File: config.mk
export PLATFORM = sky130hd
export DESIGN_NAME = pipe_ctrl
export DESIGN_NICKNAME = d
export VERILOG_FILES = /design/src/rtl/pipe_ctrl.sv
export SDC_FILE = /design/constraint.sdc
export NUM_CORES = 1
export LEC_CHECK = 0
export ABC_AREA = 0
export BUFFER_PORTS_ARGS = -buffer_cell sky130_fd_sc_hd__clkbuf_2
export CELL_PAD_IN_SITES_DETAIL_PLACEMENT = 0
export CELL_PAD_IN_SITES_GLOBAL_PLACEMENT = 1
export CORE_ASPECT_RATIO = 0.8
export CORE_MARGIN = 1
export CORE_UTILIZATION = 25
export CTS_BUF_LIST = sky130_fd_sc_hd__clkbuf_16
export CTS_CLUSTER_DIAMETER = 50
export CTS_CLUSTER_SIZE = 30
export DETAILED_ROUTE_END_ITERATION = 8
export GPL_TIMING_DRIVEN = 0
export PLACE_DENSITY_LB_ADDON = 0.1
export SYNTH_ARGS = -nofsm -noshare
export SYNTH_HDL_FRONTEND = slang
export SYNTH_SLANG_ARGS = --single-unit
File: constraint.sdc
create_clock -name clk -period 1.4 [get_ports clk]
set_clock_uncertainty 0.2 [all_clocks]
set_input_delay 0.14 -clock clk [delete_from_list [all_inputs] [get_ports clk]]
set_output_delay 0.14 -clock clk [all_outputs]
set_load 0.01 [all_outputs]
File: src/rtl/pipe_ctrl.sv
// Pipeline stall/flush controller: memory-wait FSM with timeout, plus branch and hazard control.
// Optional saturating stall counters are enabled by defining PIPE_CTRL_PERF_CNT_EN.
module pipe_ctrl #(
  parameter int unsigned MEM_TIMEOUT = 255,
  parameter int unsigned CNT_W       = 16
) (
  input  logic             clk,
  input  logic             rst,
  input  logic             hazard_detected,
  input  logic             branch_taken,
  input  logic             mem_access,
  input  logic             mem_ready,
  output logic             freeze_pc,
  output logic             freeze_if_id,
  output logic             freeze_id_exe,
  output logic             freeze_exe_mem,
  output logic             flush_if_id,
  output logic             bubble_id_exe,
  output logic             bubble_mem_wb,
  output logic [1:0]       state,
  output logic [7:0]       wait_cnt,
  output logic             mem_err
`ifdef PIPE_CTRL_PERF_CNT_EN
  ,
  output logic [CNT_W-1:0] hazard_stall_cnt,
  output logic [CNT_W-1:0] mem_stall_cnt
`endif
);

  typedef enum logic [1:0] {
    RUN      = 2'b00,
    MEM_WAIT = 2'b01,
    ERROR    = 2'b11
  } state_e;

  localparam logic [7:0] LAST_WAIT = 8'(MEM_TIMEOUT - 1);

  state_e state_q, state_d;
  logic   mem_freeze;
  logic   hazard_stall;
  logic   timeout;

  assign state      = state_q;
  assign mem_freeze = ((state_q == MEM_WAIT) || (state_q == RUN && mem_access)) && !mem_ready;
  assign timeout    = (state_q == MEM_WAIT) && !mem_ready && (wait_cnt == LAST_WAIT);

  // NOTE: sequential state uses non-blocking assignments so every register samples pre-edge values.
  always_ff @(posedge clk) begin
    if (rst) state_q <= RUN;
    else     state_q <= state_d;
  end

  // NOTE: default assignment first keeps this block purely combinational (no latches).
  always_comb begin
    state_d = state_q;
    unique case (state_q)
      RUN:      if (mem_access && !mem_ready) state_d = MEM_WAIT;
      MEM_WAIT: if (mem_ready)                state_d = RUN;
                else if (timeout)             state_d = ERROR;
      ERROR:    state_d = ERROR;
      default:  state_d = RUN;
    endcase
  end

  // Priority: memory freeze/error, then branch flush, then hazard stall.
  always_comb begin
    freeze_pc      = 1'b0;
    freeze_if_id   = 1'b0;
    freeze_id_exe  = 1'b0;
    freeze_exe_mem = 1'b0;
    flush_if_id    = 1'b0;
    bubble_id_exe  = 1'b0;
    bubble_mem_wb  = 1'b0;
    hazard_stall   = 1'b0;
    if (mem_freeze || state_q == ERROR) begin
      freeze_pc      = 1'b1;
      freeze_if_id   = 1'b1;
      freeze_id_exe  = 1'b1;
      freeze_exe_mem = 1'b1;
      bubble_mem_wb  = 1'b1;
    end else if (branch_taken) begin
      flush_if_id    = 1'b1;
      bubble_id_exe  = 1'b1;
    end else if (hazard_detected) begin
      freeze_pc      = 1'b1;
      freeze_if_id   = 1'b1;
      bubble_id_exe  = 1'b1;
      hazard_stall   = 1'b1;
    end
  end

  always_ff @(posedge clk) begin
    if (rst) begin
      wait_cnt <= 8'd0;
      mem_err  <= 1'b0;
    end else begin
      if (state_q == RUN)                       wait_cnt <= 8'd0;
      else if (state_q == MEM_WAIT && !mem_ready) wait_cnt <= wait_cnt + 8'd1;
      if (timeout) mem_err <= 1'b1;
    end
  end

`ifdef PIPE_CTRL_PERF_CNT_EN
  always_ff @(posedge clk) begin
    if (rst) begin
      hazard_stall_cnt <= '0;
      mem_stall_cnt    <= '0;
    end else begin
      if (hazard_stall && hazard_stall_cnt != '1) hazard_stall_cnt <= hazard_stall_cnt + 1'b1;
      if (mem_freeze && mem_stall_cnt != '1)      mem_stall_cnt    <= mem_stall_cnt + 1'b1;
    end
  end
`else
  logic unused_perf;
  assign unused_perf = hazard_stall ^ (^CNT_W);
`endif

endmodule

==> metrics.csv, run 1 <==
metric,value,unit
leakage,0.401,nW
r2r_slack,-0.23,ns
ys_seq_area_frac,0.393,
status,"complete, but fails checks",
cts_sinks,11,
grt_pass1_vias,515,
whs_endpoint,state[1]$_SDFFE_PP0P_,
finalPower,0.933,mW
hold_viol,0,
worstMarginPinSlew,0.415,ns
vdd_drop_max,0.000831,V
start_util,0.281,
ys_ff_latch,11,
worstSetupPathType,flip-flop to flip-flop,
nNetsFinal,108,
track_usage,0.130,
avgViaCountPerCell,4.74,
reg2reg_from,state[1]$_SDFFE_PP0P_,
ant_nets,0,
cts_root_buffer,clkbuf_16,
syn_nets,73,
min_path_cells,3,
min-delay-start,mem_ready,
netlist_area,561,um^2
min_path_type,input port to flip-flop,
synth_cell_types,26,
fin_util,0.474,
rows,14,
ys_top_cells_by_area,"dfxtp_1 39%, o21a_1 5.4%, ha_1 4.5%",
setup_viol,12,
drc,0,
synth.largest_area_cell,dfxtp_1,
yosysTopAreaCellShare,0.393,
drive_gt1_frac,0.566,
grt_pass1_wl,2230,um
routed-via-count,583,
cts.clk_slew.worst_paths,0.04,ns
placement.io_buffers,23,
post-route-period-util,1.17,
final-max-slew-violation-count,0,
drv_cap,0,
antenna_found_initial,0,
netlist_instances,65,
fmax,613,MHz
yosysWarnings,0,
clock_path_buffers,2,
holdWs,0.166,ns
endpoint_kind,flip-flop,
clkLatencyLatePin,0.24,ns
critPathMaxFanout,8,
area_growth_syn_to_layout,69.0,%
failed_checks,negative setup slack,
die_h,44.4,um
core,2000,um^2
start_kind,flip-flop,
cp.required,1.36,ns
gr-total-overflow,0,
dr.pass1.iters,4,
cts_buffers,3,
num_io_pins,24,
routed_wl,1510,um
fp.dieW,54.9,um
post-place-ws,-0.132,ns
powerDensity,985,nW/um^2
post-route-min-period,1.63,ns
relSlewSlack,0.723,
final_cell_area,947,um^2
grt_max_degree,9,
dieArea,2440,um^2
place_hpwl,974,um
routabilityCongestion,0.666,
wire_per_inst,12.2,um
worst_slack,-0.232,ns
syn_avg_cell_area,8.62,um^2
r2r-end,wait_cnt[5]$_SDFFE_PP0P_,
drtIter0Drc,6,
h-tree-depth,1,
fillCellCount,207,
rsz0062_at_grt,true,
ff2ff_path_depth,5,
cp.arrival,1.59,ns
cts_tree,done,
antennaDiodeCount,0,
place_area,723,um^2
-- flip-flops by register name (all words and copies together), names as in the netlist --
name / count
mem_err: 1
wait_cnt: 8
state: 2
-- area by class of cell --
class / count / area, um^2 / area share
Clock inverter: 1 / 3.75 / 0.00396
Tap cell: 24 / 30.0 / 0.0317
Clock buffer: 3 / 75.1 / 0.0793
Multi-Input combinational cell: 45 / 352 / 0.371
Buffer: 4 / 41.3 / 0.0436
Inverter: 5 / 18.8 / 0.0198
Timing Repair Buffer: 30 / 195 / 0.206
Sequential cell: 11 / 231 / 0.244
-- cells in the mapped netlist --
library cell,number
dfxtp_1,11
nor2_1,6
inv_1,5
a21oi_1,4
o21a_1,4
buf_4,3
nand2_1,3
o21ai_0,3
ha_1,2
nand4_1,2
nor3_1,2
nor3b_1,2
o31ai_1,2
or3_1,2
or4_1,2
xnor2_1,2
a211oi_1,1
and2_1,1
and2b_2,1
and4bb_2,1
buf_2,1
nand3_1,1
nand4bb_1,1
o211a_1,1
o21ai_1,1
o22ai_1,1
-- cells in the final DEF, fill, tap and decap left out, types with 3 or more instances in the layout --
| cell | n |
|---|---|
| clkbuf_2 | 16 |
| clkbuf_16 | 3 |
| buf_4 | 7 |
| o21a_1 | 4 |
| dfxtp_1 | 4 |
| buf_6 | 7 |
| nor2_1 | 6 |
| inv_1 | 5 |
| dfxtp_2 | 6 |
| buf_2 | 3 |
| nand2_1 | 3 |
-- stage by stage --
stage	instances	TNS, ns
final	123	-2.08
after global routing	123	-2.85
after CTS	121	-2.58
after detailed placement	112	-0.850
after global placement	112	-0.744
after floorplan	65	-0.126
-- report_power, final --
group | total, mW | switching (mW) | internal, mW
combinational | 0.0951 | 0.0410 | 0.0541
clock | 0.519 | 0.143 | 0.375
sequential | 0.319 | 0.00443 | 0.314
total | 0.933 | 0.189 | 0.744
-- cell families after synthesis --
| kind of cell | after synthesis | synth area share |
|---|---|---|
| flops | 11 | 0.393 |
| fa+ha+maj | 2 | 0.0446 |
| compound gates | 17 | 0.194 |
| buf+inv | 9 | 0.0826 |
| simple gates | 24 | 0.254 |
| xor+xnor | 2 | 0.0313 |
-- what timing repair did --
action                                  in CTS  in global routing
buffers inserted                             4                  2
pin swaps                                    2                  2
hold buffers                                 1                  0
hold endpoints to repair                     2                  0
endpoints found under the setup margin      16                 16
gates resized for setup                      6                 23
-- worst max-delay path, stage by stage (launching register included) --
cell       delay (ns)
dfxtp_4          0.33
buf_4            0.17
nand4bb_1        0.19
buf_6            0.15
or4_1            0.39
a21oi_1          0.12
-- worst max path at each step --
stage                               endpoint  slack (ns)                   from
floorplan           wait_cnt[5]$_SDFFE_PP0P_       -0.05  state[1]$_SDFFE_PP0P_
global placement        mem_err$_SDFFE_PP0P_       -0.12  state[0]$_SDFFE_PP0P_
detailed placement      mem_err$_SDFFE_PP0P_       -0.13  state[0]$_SDFFE_PP0P_
CTS                                freeze_pc       -0.24  state[1]$_SDFFE_PP0P_
global route                       freeze_pc       -0.30  state[1]$_SDFFE_PP0P_
finish              wait_cnt[5]$_SDFFE_PP0P_       -0.23  state[1]$_SDFFE_PP0P_
-- routing by layer --
layer | vias to the layer above | wire length, um | GRT usage
li1 | 301 | - | -
met1 | 268 | 742 | 0.170
met2 | 12 | 689 | 0.193
met3 | 2 | 61 | 0.0619
met4 | 0 | 13 | 0.0300
met5 | - | 0 | 0
Power figures use the tool's default switching activity.
==> run 2, diff against run 1 <==
--- a/config.mk
+++ b/config.mk
@@ -18,6 +18,7 @@
 export DETAILED_ROUTE_END_ITERATION = 8
 export GPL_TIMING_DRIVEN = 0
 export PLACE_DENSITY_LB_ADDON = 0.1
+export SKIP_LAST_GASP = 1
 export SYNTH_ARGS = -nofsm -noshare
 export SYNTH_HDL_FRONTEND = slang
 export SYNTH_SLANG_ARGS = --single-unit
==> run 2 against run 1 <==
- the run still ends with negative setup slack left
- global-route usage unchanged
- clock power about the same
- non-clock buffer count unchanged
- utilization down 0.25 points
- register-to-register slack about the same
- cell area down 0.53%
- final cell count unchanged
- worst setup slack worse by 0.0045 ns
- critical path depth unchanged
- sequential share of layout area up 0.13 points
- power about the same
- combinational power about the same
- highest routed layer unchanged
==> metrics.csv, run 2 (same netlist as run 1, synthesis figures left out) <==
metric,value,unit
status,"complete, but fails checks",
failed_checks,negative setup slack,
start_kind,flip-flop,
cts_tree,done,
endpoint_kind,flip-flop,
relSlewSlack,0.725,
cp.arrival,1.60,ns
grt_max_degree,9,
antenna_found_initial,0,
worstMarginPinSlew,0.413,ns
leakage,0.400,nW
wire_per_inst,12.2,um
routed-via-count,583,
fp.dieW,54.9,um
post-route-min-period,1.64,ns
routed_wl,1500,um
final_cell_area,942,um^2
nNetsFinal,108,
multi_input_comb_area,347,um^2
cts.clk_slew.worst_paths,0.04,ns
final-max-slew-violation-count,0,
cts_root_buffer,clkbuf_16,
grt_pass1_wl,2230,um
ant_nets,0,
place_area,723,um^2
mostFrequentLayoutCells,"17 x clkbuf_2, 7 x buf_6, 7 x buf_4",
worst_slack,-0.237,ns
cts_sinks,11,
r2r_slack,-0.24,ns
area_growth_syn_to_layout,68.1,%
drc,0,
rsz0062_at_grt,true,
antennaDiodeCount,0,
dr.pass1.iters,4,
gr-total-overflow,0,
cp.required,1.36,ns
track_usage,0.130,
powerDensity,989,nW/um^2
top_register,wait_cnt,
setup_viol,12,
fmax,611,MHz
hold_viol,0,
cts_buffers,3,
post-route-period-util,1.17,
num_io_pins,24,
clock_path_buffers,2,
mostFrequentLayoutCell,clkbuf_2,
routabilityCongestion,0.666,
worstSetupPathType,flip-flop to flip-flop,
clkLatencyLatePin,0.24,ns
fillCellCount,208,
placedCellCount,112,
tns,-2.09,ns
dieArea,2440,um^2
h-tree-depth,1,
critPathMaxFanout,8,
drive_gt1_frac,0.556,
seqPwrFrac,0.342,
switching_share,0.202,
largest_register_ffs,8,
power_frac_clock,0.556,
core,2000,um^2
start_util,0.281,
place_hpwl,974,um
avgViaCountPerCell,4.74,
rows,14,
placement.io_buffers,23,
min_path_type,input port to flip-flop,
ff_latch_area,231,um^2
intPower,0.744,mW
stdcell_count,123,
switchingPower,0.188,mW
finalPower,0.932,mW
drtIter0Drc,8,
vdd_drop_max,0.000833,V
die_h,44.4,um
pwr-share-comb,0.102,
holdWs,0.161,ns
drv_cap,0,
grt_pass1_vias,515,
==> run 2: cell types whose count changed in the layout (fill, tap and decap cells not counted) <==
cell,change
buf_2,-1
nor3b_1,+1
nor3b_2,-1
clkbuf_2,+1
==> run 2: final cells by class <==
| cell class | instances | area share |
|---|---|---|
| Multi-Input combinational cell | 45 | 0.368 |
| Sequential cell | 11 | 0.246 |
| Timing Repair Buffer | 30 | 0.207 |
| Clock buffer | 3 | 0.0797 |
| Buffer | 4 | 0.0438 |
| Tap cell | 24 | 0.0319 |
| Inverter | 5 | 0.0199 |
| Clock inverter | 1 | 0.00398 |
==> run 2: path summary, 6_finish.rpt <==
kind,start,endpoint,cells past startpoint
worst max-delay path,state[1]$_SDFFE_PP0P_,wait_cnt[5]$_SDFFE_PP0P_,5
worst min-delay path,mem_ready,state[1]$_SDFFE_PP0P_,3
worst max register to register,state[1]$_SDFFE_PP0P_,wait_cnt[5]$_SDFFE_PP0P_,5
worst min register to register,mem_err$_SDFFE_PP0P_,mem_err$_SDFFE_PP0P_,1
==> run 2: power by group through the flow <==
stage	combinational, mW	sequential, mW	clock [mW]
after floorplan	0.0372	0.323	0
after global placement	0.0664	0.323	0
after detailed placement	0.0663	0.323	0
after CTS	0.0755	0.318	0.524
after global routing	0.103	0.319	0.546
final	0.0949	0.319	0.518
==> run 2: through the flow <==
| stage | util | setup WS, ns |
|---|---|---|
| 2_1_floorplan | - | -0.0523 |
| 3_3_place_gp | 0.362 | -0.121 |
| 3_5_place_dp | 0.362 | -0.132 |
| 4_1_cts | 0.433 | -0.236 |
| 5_1_grt | 0.472 | -0.304 |
| 6_report | 0.472 | -0.237 |
==> run 2: repair_timing <==
action,in CTS,in global routing
pin swaps,2,2
endpoints found under the setup margin,16,16
hold endpoints to repair,2,0
buffers inserted,4,2
gates cloned,0,0
gates resized for setup,6,21
hold buffers,1,0
==> run 2: per-layer routing <==
| metal | part of all wire | up-vias | track usage | wire length (um) |
|---|---|---|---|---|
| li1 | - | 301 | - | - |
| met1 | 0.49 | 266 | 0.170 | 730 |
| met2 | 0.46 | 14 | 0.193 | 686 |
| met3 | 0.043 | 2 | 0.0619 | 65 |
| met4 | 0.0087 | 0 | 0.0300 | 13 |
| met5 | 0 | - | 0 | 0 |
==> run 2: critical path: stages (launching register included) <==
cell and delay [ns]:
dfxtp_4 0.33, buf_4 0.17, nand4bb_1 0.19, buf_6 0.15, or4_1 0.39, a21oi_1 0.13
==> run 3, diff against run 2 <==
==> constraint.sdc (replaced) <==
create_clock -name clk -period 1.5 [get_ports clk]
set_clock_uncertainty 0.2 [all_clocks]
set_input_delay 0.15 -clock clk [delete_from_list [all_inputs] [get_ports clk]]
set_output_delay 0.15 -clock clk [all_outputs]
set_load 0.01 [all_outputs]
==> run 3 against run 2 <==
- the run still ends with negative setup slack left
- power down 9.0%
- non-clock buffer count down 1
- via count down 0.34%
- worst setup slack better by 0.075 ns
- first-iteration DRC count down 13%
- cell area down 0.66%
- critical endpoint is now wait_cnt[7]$_SDFFE_PP0P_
==> metrics.csv, run 3 (same netlist as run 1, synthesis figures left out) <==
metric,value,unit
status,"complete, but fails checks",
failed_checks,negative setup slack,
avgViaCountPerCell,4.76,
fmax,602,MHz
grt_pass1_vias,484,
cp.arrival,1.63,ns
mostFrequentLayoutCell,clkbuf_2,
switchingPower,0.162,mW
h-tree-depth,1,
ff2ff_path_depth,5,
intPower,0.686,mW
drtIter0Drc,7,
gr-total-overflow,0,
fillCellCount,201,
r2r-end,wait_cnt[7]$_SDFFE_PP0P_,
r2r_slack,-0.16,ns
clkLatencyLatePin,0.23,ns
die_h,44.4,um
post-route-min-period,1.66,ns
routed-via-count,581,
fin_util,0.469,
routed_wl,1500,um
cts_tree,done,
start_kind,flip-flop,
crit_top_cell,buf_6,
worst_slack,-0.161,ns
cpMaxStageDelayCell,or4_4,
largest_register_ffs,8,
rows,14,
hold_viol,0,
area_growth_syn_to_layout,67.0,%
pwr-share-comb,0.094,
antenna_found_initial,0,
holdWs,0.132,ns
grt_max_degree,10,
endpoint_kind,flip-flop,
min_path_cells,4,
worstMarginPinSlew,0.413,ns
seqPwrFrac,0.351,
powerDensity,906,nW/um^2
worst_path_largest_cell_delay,0.41,ns
rsz0062_at_grt,true,
num_io_pins,24,
cts_buffers,3,
leakage,0.402,nW
drive_gt1_frac,0.510,
top_register,wait_cnt,
cts_sinks,11,
placement.io_buffers,23,
dr.pass1.iters,4,
final-max-slew-violation-count,0,
clock_path_buffers,2,
drv_cap,0,
cts_root_buffer,clkbuf_16,
grt_pass1_wl,2170,um
min-delay-start,mem_ready,
power_frac_clock,0.554,
antennaDiodeCount,0,
mostFrequentLayoutCells,"19 x clkbuf_2, 8 x buf_6, 8 x dfxtp_1",
track_usage,0.126,
cp.required,1.47,ns
core,2000,um^2
setup_viol,12,
start_util,0.281,
crit_chain,buf_6 > nand4bb_4 > buf_6 > or4_4 > a21oi_2,
vdd_drop_max,0.000931,V
critPathMaxFanout,6,
post-route-period-util,1.11,
reg2reg_from,state[1]$_SDFFE_PP0P_,
worstSetupPathType,flip-flop to flip-flop,
wire_per_inst,12.3,um
nNetsFinal,107,
drc,0,
place_hpwl,969,um
post-place-ws,-0.0744,ns
relSlewSlack,0.724,
fp.dieW,54.9,um
switching_share,0.191,
ant_nets,0,
dieArea,2440,um^2
cts.clk_slew.worst_paths,0.04,ns
routabilityCongestion,0.681,
min_path_type,input port to flip-flop,
whs_endpoint,wait_cnt[1]$_SDFFE_PP0P_,
[run 3: through the flow]
stage / total power, mW / TNS [ns] / instance area [um^2] / instances
final: 0.848 / -1.19 / 936 / 122
after global routing: 0.880 / -1.95 / 936 / 122
after CTS: 0.845 / -1.35 / 847 / 119
after detailed placement: 0.365 / -0.251 / 716 / 112
after global placement: 0.366 / -0.241 / 716 / 112
after floorplan: 0.338 / 0 / 571 / 65
[run 3: metal layers]
layer	vias to the layer above	GRT usage	wire, um
li1	300	-	-
met1	269	0.184	727
met2	10	0.169	692
met3	2	0.0412	60
met4	0	0.0450	14
met5	-	0	0
[run 3: worst max path at each step]
| stage | from | endpoint | depth (start not counted) |
|---|---|---|---|
| 2_1_floorplan | wait_cnt[4]$_SDFFE_PP0P_ | wait_cnt[7]$_SDFFE_PP0P_ | 3 |
| 3_3_place_gp | wait_cnt[4]$_SDFFE_PP0P_ | wait_cnt[7]$_SDFFE_PP0P_ | 3 |
| 3_5_place_dp | wait_cnt[4]$_SDFFE_PP0P_ | wait_cnt[7]$_SDFFE_PP0P_ | 3 |
| 4_1_cts | state[1]$_SDFFE_PP0P_ | freeze_pc | 5 |
| 5_1_grt | wait_cnt[4]$_SDFFE_PP0P_ | wait_cnt[7]$_SDFFE_PP0P_ | 3 |
| 6_report | state[1]$_SDFFE_PP0P_ | wait_cnt[7]$_SDFFE_PP0P_ | 5 |
[run 3: worst max-delay path, delay by kind of cell, from the launching register on]
family                 cells  cell delay, ns
DFF                        1            0.33
buffers and inverters      2            0.28
and+or+nand+nor            2            0.64
AOI/OAI and AO/OA          1            0.15
[run 3: cell type report]
class | count | area (um^2) | share of cell area
sequential | 11 | 226 | 0.242
multi-input combinational | 45 | 352 | 0.376
buffer | 4 | 41.3 | 0.0441
tap | 24 | 30.0 | 0.0321
inverter | 5 | 18.8 | 0.0201
timing repair buffer | 29 | 189 | 0.202
clock inverter | 1 | 3.75 | 0.00401
clock buffer | 3 | 75.1 | 0.0802
[run 3: repair_timing]
| action | CTS | global route |
|---|---|---|
| cloned | 0 | 1 |
| resized for setup | 8 | 16 |
| hold buffers | 1 | 0 |
| setup endpoints to repair | 9 | 15 |
| pin swaps | 3 | 6 |
| buffers inserted | 2 | 2 |
| hold endpoints to repair | 1 | 0 |
[run 3: power by group through the flow]
stage	logic, mW	registers, mW	clock network [mW]
4_1_cts	0.0704	0.297	0.477
3_3_place_gp	0.0621	0.304	0
6_report	0.0800	0.298	0.470
2_1_floorplan	0.0347	0.303	0
3_5_place_dp	0.0616	0.303	0
5_1_grt	0.0868	0.298	0.495
